`src/rtl/debounce_scheduler.sv`:
```
// Shared-timer debounce engine: a round-robin scanner hands one pending
// channel at a time to a single down-counting timer, which first validates
// the edge and then holds the engine in lockout after committing it.
module debounce_scheduler #(
  parameter int Channel_Count          = 4,
  parameter int Validation_Wait_Cycles = 500_000,
  parameter int Lockout_Cycles         = 5_000_000
) (
  input  logic                             clk,
  input  logic                             async_rst,
  input  logic                             clk_en,
  input  logic [Channel_Count-1:0]         io_in,
  output logic [Channel_Count-1:0]         state_out,
  output logic                             change_valid,
  output logic [$clog2(Channel_Count)-1:0] change_index,
  output logic                             change_level,
  output logic                             busy
);

  localparam int IndexWidth = $clog2(Channel_Count);
  localparam int MaxCycles  = (Validation_Wait_Cycles > Lockout_Cycles) ?
                              Validation_Wait_Cycles : Lockout_Cycles;
  localparam int TimerWidth = $clog2(MaxCycles + 1);

  localparam logic [TimerWidth-1:0] ValidateLoad = TimerWidth'(Validation_Wait_Cycles - 1);
  localparam logic [TimerWidth-1:0] LockoutLoad  = TimerWidth'(Lockout_Cycles - 1);
  localparam logic [TimerWidth-1:0] TimerOne     = TimerWidth'(1);
  localparam logic [IndexWidth-1:0] LastIndex    = IndexWidth'(Channel_Count - 1);
  localparam logic [IndexWidth-1:0] IndexOne     = IndexWidth'(1);

  typedef enum logic [1:0] {
    SCAN,
    VALIDATE,
    LOCKOUT
  } state_t;

  state_t                   state_q, state_d;
  logic [Channel_Count-1:0] sync_meta, sync;
  logic [IndexWidth-1:0]    ptr_q, ptr_d;
  logic [IndexWidth-1:0]    active_q, active_d;
  logic [TimerWidth-1:0]    timer_q, timer_d;
  logic [Channel_Count-1:0] state_out_d;
  logic                     commit;

  // Round-robin successor; Channel_Count need not be a power of two.
  function automatic logic [IndexWidth-1:0] next_index(input logic [IndexWidth-1:0] idx);
    return (idx == LastIndex) ? '0 : idx + IndexOne;
  endfunction

  // Two-flop synchronizer on every pad; it only advances on enabled cycles.
  always_ff @(posedge clk or posedge async_rst) begin
    if (async_rst) begin
      sync_meta <= '0;
      sync      <= '0;
    end else if (clk_en) begin
      sync_meta <= io_in;
      sync      <= sync_meta;
    end
  end

  // Next-state logic: scan for a mismatch, validate it, then lock out.
  always_comb begin
    state_d     = state_q;
    ptr_d       = ptr_q;
    active_d    = active_q;
    timer_d     = timer_q;
    state_out_d = state_out;
    commit      = 1'b0;
    if (clk_en) begin
      case (state_q)
        SCAN: begin
          if (sync[ptr_q] != state_out[ptr_q]) begin
            active_d = ptr_q;
            timer_d  = ValidateLoad;
            state_d  = VALIDATE;
          end else begin
            ptr_d = next_index(ptr_q);
          end
        end
        VALIDATE: begin
          if (sync[active_q] == state_out[active_q]) begin
            ptr_d   = next_index(active_q);
            state_d = SCAN;
          end else if (timer_q == '0) begin
            state_out_d[active_q] = ~state_out[active_q];
            commit                = 1'b1;
            timer_d               = LockoutLoad;
            state_d               = LOCKOUT;
          end else begin
            timer_d = timer_q - TimerOne;
          end
        end
        LOCKOUT: begin
          if (timer_q == '0) begin
            ptr_d   = next_index(active_q);
            state_d = SCAN;
          end else begin
            timer_d = timer_q - TimerOne;
          end
        end
        default: state_d = SCAN;
      endcase
    end
  end

  // State register plus the registered one-cycle change event.
  always_ff @(posedge clk or posedge async_rst) begin
    if (async_rst) begin
      state_q      <= SCAN;
      ptr_q        <= '0;
      active_q     <= '0;
      timer_q      <= '0;
      state_out    <= '0;
      change_valid <= 1'b0;
      change_index <= '0;
      change_level <= 1'b0;
    end else begin
      state_q      <= state_d;
      ptr_q        <= ptr_d;
      active_q     <= active_d;
      timer_q      <= timer_d;
      state_out    <= state_out_d;
      change_valid <= commit;
      if (commit) begin
        change_index <= active_q;
        change_level <= state_out_d[active_q];
      end
    end
  end

  assign busy = (state_q != SCAN);

endmodule

```
`config.mk`:
```
export PLATFORM = sky130hd
export DESIGN_NAME = debounce_scheduler
export DESIGN_NICKNAME = d
export VERILOG_FILES = /design/src/rtl/debounce_scheduler.sv
export SDC_FILE = /design/constraint.sdc
export NUM_CORES = 1
export LEC_CHECK = 0
export CORE_MARGIN = 3
export CORE_UTILIZATION = 60
export DETAILED_ROUTE_END_ITERATION = 12
export PLACE_DENSITY_LB_ADDON = 0.12
export SLEW_MARGIN = 20
export SYNTH_ARGS = -nofsm -noshare
export SYNTH_HDL_FRONTEND = slang
export SYNTH_SLANG_ARGS = --single-unit
```
`constraint.sdc`:
```
create_clock -name clk -period 5.2 [get_ports clk]
set_input_delay 1.04 -clock clk [delete_from_list [all_inputs] [get_ports clk]]
set_output_delay 1.04 -clock clk [all_outputs]
set_load 0.02 [all_outputs]
```
==> impl_metrics.xml <==
<?xml version="1.0" encoding="UTF-8"?>
<metrics>
  <group name="outcome">
    <metric name="run_status" unit="">completed</metric>
  </group>
  <group name="clocking">
    <metric name="cts_tree" unit="">built</metric>
    <metric name="post_cts.resized_instances" unit="">0</metric>
    <metric name="cts_root_buf" unit="">clkbuf_8</metric>
    <metric name="clkLatencyLatePin" unit="ns">0.30</metric>
    <metric name="htree_num_levels" unit="">2</metric>
    <metric name="clk_pin_slew" unit="ns">0.08</metric>
    <metric name="clock-sinks" unit="">45</metric>
    <metric name="postCtsSetupBuffers" unit="">0</metric>
    <metric name="ctsHoldBuffers" unit="">0</metric>
    <metric name="clk_path_buf_depth" unit="">2</metric>
    <metric name="cts_made_buffers" unit="">5</metric>
  </group>
  <group name="setup_path">
    <metric name="worst_setup_path_end_kind" unit="">flip-flop</metric>
    <metric name="worst_ep_arrival_time" unit="ns">3.15</metric>
    <metric name="timing.critical_path.fanout_max" unit="">24</metric>
    <metric name="required" unit="ns">5.39</metric>
    <metric name="start_to_end_type_of_the_worst_setup_path" unit="">input port to flip-flop</metric>
    <metric name="worstSetupStartpointType" unit="">input port</metric>
  </group>
  <group name="global_route">
    <metric name="grt_overflow_total" unit="">0</metric>
    <metric name="grt_pass1_wl" unit="um">10200</metric>
    <metric name="gr-usage-all-layers" unit="%">23.9</metric>
    <metric name="pin_count_of_the_biggest_net_entering_global_routing" unit="">46</metric>
    <metric name="vias_in_the_first_global_route" unit="">2065</metric>
    <metric name="initial_antenna_violation_count" unit="">0</metric>
  </group>
  <group name="sta">
    <metric name="final_hold_viol_count" unit="">0</metric>
    <metric name="setup_total_negative_slack" unit="ns">0</metric>
    <metric name="slew_violations" unit="">0</metric>
    <metric name="max_freq" unit="MHz">337</metric>
    <metric name="post-route-worst-setup-slack" unit="ns">2.24</metric>
    <metric name="fin_worst_skew" unit="ns">0.00595</metric>
    <metric name="worstMarginPinSlew" unit="ns">0.937</metric>
    <metric name="timing.final.setup_violations" unit="">0</metric>
    <metric name="setup_repair_after_global_routing_missed_its_margin" unit="">no</metric>
    <metric name="min_period_over_period" unit="%">57.0</metric>
    <metric name="timing.slew.headroom" unit="%">37.4</metric>
    <metric name="post-route-min-period" unit="ns">2.96</metric>
  </group>
  <group name="synth">
    <metric name="yosys-top-cells-area" unit="">dfrtp_1, mux2_2, o211ai_1</metric>
    <metric name="ys_async_sr_fraction" unit="%">100</metric>
    <metric name="synth_top_area_cell" unit="">dfrtp_1</metric>
    <metric name="synth_edf_count" unit="">0</metric>
    <metric name="ys_warn_count" unit="">0</metric>
    <metric name="postSynthNetCount" unit="">293</metric>
    <metric name="synthesis.instances" unit="">276</metric>
    <metric name="synth-seq-area-share" unit="%">39.6</metric>
    <metric name="netlist_area" unit="sq mm">0.00284</metric>
    <metric name="postSynthAreaPerCell" unit="sq um">10.3</metric>
    <metric name="unique_masters_post_synth" unit="">50</metric>
    <metric name="synthDominantCellAreaShare" unit="%">39.6</metric>
    <metric name="synth-main-ff-cell" unit="">dfrtp_1</metric>
    <metric name="ys_ff_latch" unit="">45</metric>
  </group>
  <group name="finish">
    <metric name="area_growth_syn_to_layout" unit="%">9.30</metric>
    <metric name="n_antenna_cell" unit="">0</metric>
    <metric name="final_instance_count_without_filler_cells" unit="">336</metric>
    <metric name="layout.cells.most_common_list" unit="">dfrtp_1, nor2_1, o211ai_1</metric>
    <metric name="drive_above_1_share" unit="%">12.7</metric>
    <metric name="nNetsFinal" unit="">300</metric>
    <metric name="commonest_non_fill_non_tap_cell_in_the_layout" unit="">dfrtp_1</metric>
  </group>
  <group name="route">
    <metric name="wire_per_inst" unit="um">18.5</metric>
    <metric name="detail_route.wirelength" unit="um">6210</metric>
    <metric name="vias" unit="">2321</metric>
    <metric name="detail_route.drc_violations" unit="">0</metric>
    <metric name="route.detailed.vias_per_inst" unit="">6.91</metric>
    <metric name="drtAntennaViolNets" unit="">0</metric>
    <metric name="drt_pass1_iterations" unit="">5</metric>
    <metric name="drtIter0Drc" unit="">310</metric>
  </group>
  <group name="place">
    <metric name="place_hpwl" unit="um">4150</metric>
    <metric name="io_buffers" unit="">15</metric>
    <metric name="place_worst_setup_slack" unit="ns">1.93</metric>
    <metric name="place.gp.congestion" unit="">0.897</metric>
    <metric name="placedCellCount" unit="">328</metric>
  </group>
  <group name="floorplan">
    <metric name="design.die.area" unit="sq mm">0.00560</metric>
    <metric name="die_h" unit="um">74.8</metric>
    <metric name="dieWidth" unit="um">74.8</metric>
    <metric name="pin_count" unit="">16</metric>
    <metric name="floorplan.rows" unit="">24</metric>
    <metric name="starting_density_of_the_core" unit="%">63.5</metric>
    <metric name="placeableCoreArea" unit="sq mm">0.00447</metric>
  </group>
  <group name="power_and_ir_drop">
    <metric name="max-vdd-ir-drop" unit="V">0.000258</metric>
    <metric name="power_density" unit="mW/mm^2">526</metric>
    <metric name="total_power" unit="mW">1.63</metric>
    <metric name="leakagePower" unit="nW">1.30</metric>
  </group>
  <group name="flow_run">
    <metric name="max-cap-violations" unit="">0</metric>
  </group>
  <group name="worst_hold_path">
    <metric name="worst_hold_path_type" unit="">flip-flop to flip-flop</metric>
  </group>
</metrics>
stage by stage:
step	instance area [sq um]	util (%)	hold slack [ns]
finish	3100	69.4	0.510
global route	3100	69.4	0.522
CTS	3100	69.4	0.512
detailed placement	2980	66.7	0.492
global placement	2980	66.7	0.484
floorplan	2840	-	0.475
registers in the layout, summed over array words and instances (netlist names):
signal	cells
state_out	4
change_index	2
sync	4
state_q	2
ptr_q	2
change_level	1
change_valid	1
sync_meta	4
active_q	2
timer_q	23
where the power goes:
part	internal, mW	switching, mW	leakage (nW)
Sequential	0.430	0.111	0.562
Combinational	0.343	0.470	0.676
Clock	0.156	0.122	0.0574
Total	0.929	0.703	1.30
layer usage:
layer  track usage (%)  share of wire, %  up-vias
li1                  -                 -     1083
met1              35.0                48     1131
met2              34.2                44       92
met3              5.47               6.1       15
met4              9.29               2.5        0
met5                 0                 0        -
path summary, 6_finish.rpt:
| path | start | endpoint | slack (ns) | cells after the start |
|---|---|---|---|---|
| setup / recovery | clk_en | timer_q[0] | 2.24 | 6 |
| hold / removal | change_index[0] | change_index[0] | 0.51 | 1 |
| setup reg to reg | active_q[1] | timer_q[0] | 2.27 | 5 |
| hold reg to reg | change_index[0] | change_index[0] | 0.51 | 1 |
| max in group asynchronous | async_rst | state_out[0] | 3.36 | 2 |
| min in group asynchronous | async_rst | timer_q[21] | 1.27 | 2 |
logic make-up (layout without fill, tap and decap cells):
family | Yosys count | after routing | synth area share, %
buf+inv | 27 | 35 | 4.45
simple gates | 80 | 80 | 15.6
xor+xnor | 8 | 8 | 3.13
compound gates | 82 | 82 | 21.8
fa+ha+maj | 10 | 10 | 4.41
mux | 24 | 24 | 11.0
flops | 45 | 45 | 39.6
synth_stat cells (2+ instances only):
| cell type | number |
|---|---|
| nand2b_1 | 5 |
| a21oi_1 | 11 |
| ha_1 | 10 |
| o21ai_0 | 12 |
| or3_1 | 3 |
| o211a_1 | 3 |
| o211ai_1 | 17 |
| mux4_2 | 4 |
| a31oi_1 | 5 |
| clkbuf_1 | 12 |
| mux2_1 | 2 |
| and4_1 | 3 |
| o41ai_1 | 4 |
| nor4_1 | 9 |
| a22o_1 | 9 |
| xnor2_1 | 7 |
| nand2_1 | 8 |
| nand4_1 | 5 |
| nor2_1 | 17 |
| buf_2 | 2 |
| o31ai_1 | 2 |
| buf_8 | 2 |
| a32o_1 | 8 |
| nand3_1 | 5 |
| dfrtp_1 | 45 |
| inv_1 | 11 |
| o22a_1 | 3 |
| or4_1 | 2 |
| mux2_2 | 15 |
| mux2i_1 | 3 |
| nor3_1 | 13 |
area by class of cell:
class | count | area [sq um]
clock inverter | 2 | 37.5
fill | 325 | 1370
multi-input combinational | 204 | 1590
sequential | 45 | 1130
tap | 52 | 65.1
inverter | 11 | 41.3
clock buffer | 6 | 82.6
timing repair buffer | 16 | 158
critical path, cell delays in order:
cell	delay, ns
clkdlybuf4s50_1	0.79
nand2b_1	0.17
a31oi_2	0.17
buf_4	0.28
and2_4	0.34
mux2_1	0.34
(Power assumes the default switching activity.)
==> edit (config.mk and constraints unchanged) <==
Re-encode `state_t` (3 states) as one-hot, 3 bits wide.
--- a/src/rtl/debounce_scheduler.sv
+++ b/src/rtl/debounce_scheduler.sv
@@ -29,8 +29,8 @@
   localparam logic [IndexWidth-1:0] IndexOne     = IndexWidth'(1);
 
-  typedef enum logic [1:0] {
-    SCAN,
-    VALIDATE,
-    LOCKOUT
+  typedef enum logic [2:0] {
+    SCAN     = 3'b001,
+    VALIDATE = 3'b010,
+    LOCKOUT  = 3'b100
   } state_t;
 
Behaviour: no difference found for any inputs over 10 cycles, from zero or initial values and one cycle with async_rst high; not proved beyond that.
==> edit against the original RTL <==
- synthesized area is 4.3% higher
- final area is 2.5% higher
- power is 32% lower
- worst setup slack worse by 0.20 ns
- routed wire length is 3.1% higher
- maximum frequency is 6.4% lower
- core utilization is 0.33 points higher
- sequential cell count is 1 higher
- combinational power is 49% lower
- critical endpoint is now timer_q[1]
==> edit: results (changes against the original RTL) <==
| Step | Item | Value | vs unedited |
| --- | --- | --- | --- |
| route | Met2 WL post-DR | 2.889 mm | +6.0% |
| sta | Setup clock skew after layout | 0.009651 ns | +0.003700 ns |
| route | Routed length on met1 | 2.985 mm | +1.2% |
| clocking | Clock latency at the later pin of the worst-skew pair | 0.32 ns | +0.02 ns |
| global route | Global routing usage on met2 | 35.15% | +0.91 points |
| power and ir drop | Sequential group power | 452 uW | -16% |
| worst setup path | Critical Path AT | 3.37 ns | +0.22 ns |
| outcome | Status | complete, no violations |  |
| placed design | Total placed cells including tap cells | 348 | +6.1% |
| logic synthesis | Portion of the post-synthesis area used by sequential elements | 38.91% | -0.74 points |
| logic synthesis | Post-synthesis average cell area | 10.43 um^2 | +1.3% |
| global route | Global-route wire length before repair | 11.02 mm | +7.9% |
| logic synthesis | Post-synth net total | 298 | +1.7% |
| power and ir drop | Leak pwr | 1.327 nW | +2.5% |
| worst setup path | Cell family contributing the most delay on the critical path | simple AND/OR/NAND/NOR gates |  |
| global route | Met3 Track Usage GR | 4.374% | -1.1 points |
| worst setup path | Worst reg-to-reg path cell count | 7 | +2 |
| worst setup path | R2R Path Start | timer_q[0] |  |
| sta | Hold slack | 0.5084 ns | -0.001762 ns |
| logic synthesis | Synth area leaders | sky130_fd_sc_hd__dfrtp_1 38%, sky130_fd_sc_hd__mux2_2 6.5%, sky130_fd_sc_hd__ha_1 3.0% |  |
| worst setup path | Biggest fanout along the worst timing path | 20 | -17% |
| route | Drt wl/cell | 17.98 um | -2.7% |
| placed design | Detail Placement HPWL | 4.432 mm | +6.7% |
| power and ir drop | Total internal power | 663.8 uW | -29% |
| logic synthesis | Share of the synthesized netlist area taken by xor and xnor gates | 2.366% | -0.76 points |
| logic synthesis | Multiplexer area fraction after synthesis | 10.27% | -0.70 points |
| placed design | Pre-CTS setup slack | 1.957 ns | +0.03106 ns |
| worst setup path | Worst setup path class | flip-flop to flip-flop |  |
| logic synthesis | Post-synth top cells | 45 x sky130_fd_sc_hd__dfrtp_1, 18 x sky130_fd_sc_hd__inv_1, 17 x sky130_fd_sc_hd__mux2_2 |  |
| route | Wire length on met3 | 420 um | +10% |
| power and ir drop | Max rail drop VDD | 208.3 uV | -19% |
| route | Initial drt markers | 316 | +1.9% |
| sta | Tcrit/Tclk final | 60.90% | +3.9 points |
| global route | Met1 usage in global routing | 33.92% | -1.1 points |
| finish | Net count reported at finish | 304 | +1.3% |
| global route | Via count of the first global-routing pass | 2,192 | +6.2% |
| power and ir drop | Combinational group share of total power | 37.8% | -12 points |
[edit: changes by cell type after synthesis, moves of 6 or more]
| cell | unedited run | this run |
|---|---|---|
| sky130_fd_sc_hd__a32o_1 | 8 | 2 |
| sky130_fd_sc_hd__o21ai_0 | 12 | 2 |
| sky130_fd_sc_hd__inv_1 | 11 | 18 |
| sky130_fd_sc_hd__a221oi_1 | 0 | 8 |
| sky130_fd_sc_hd__o22ai_1 | 1 | 7 |
| sky130_fd_sc_hd__nand2_1 | 8 | 15 |
| sky130_fd_sc_hd__o211ai_1 | 17 | 0 |
| sky130_fd_sc_hd__a22o_1 | 9 | 0 |
| sky130_fd_sc_hd__nor4_1 | 9 | 2 |
[edit: cell type report]
class                           count  area [um^2]
Clock buffer                        5        68.82
Clock inverter                      3        25.02
Fill cell                         350         1383
Inverter                           18        67.56
Multi-Input combinational cell    203         1629
Sequential cell                    46         1152
Tap cell                           65        81.33
Timing Repair Buffer               16        157.7
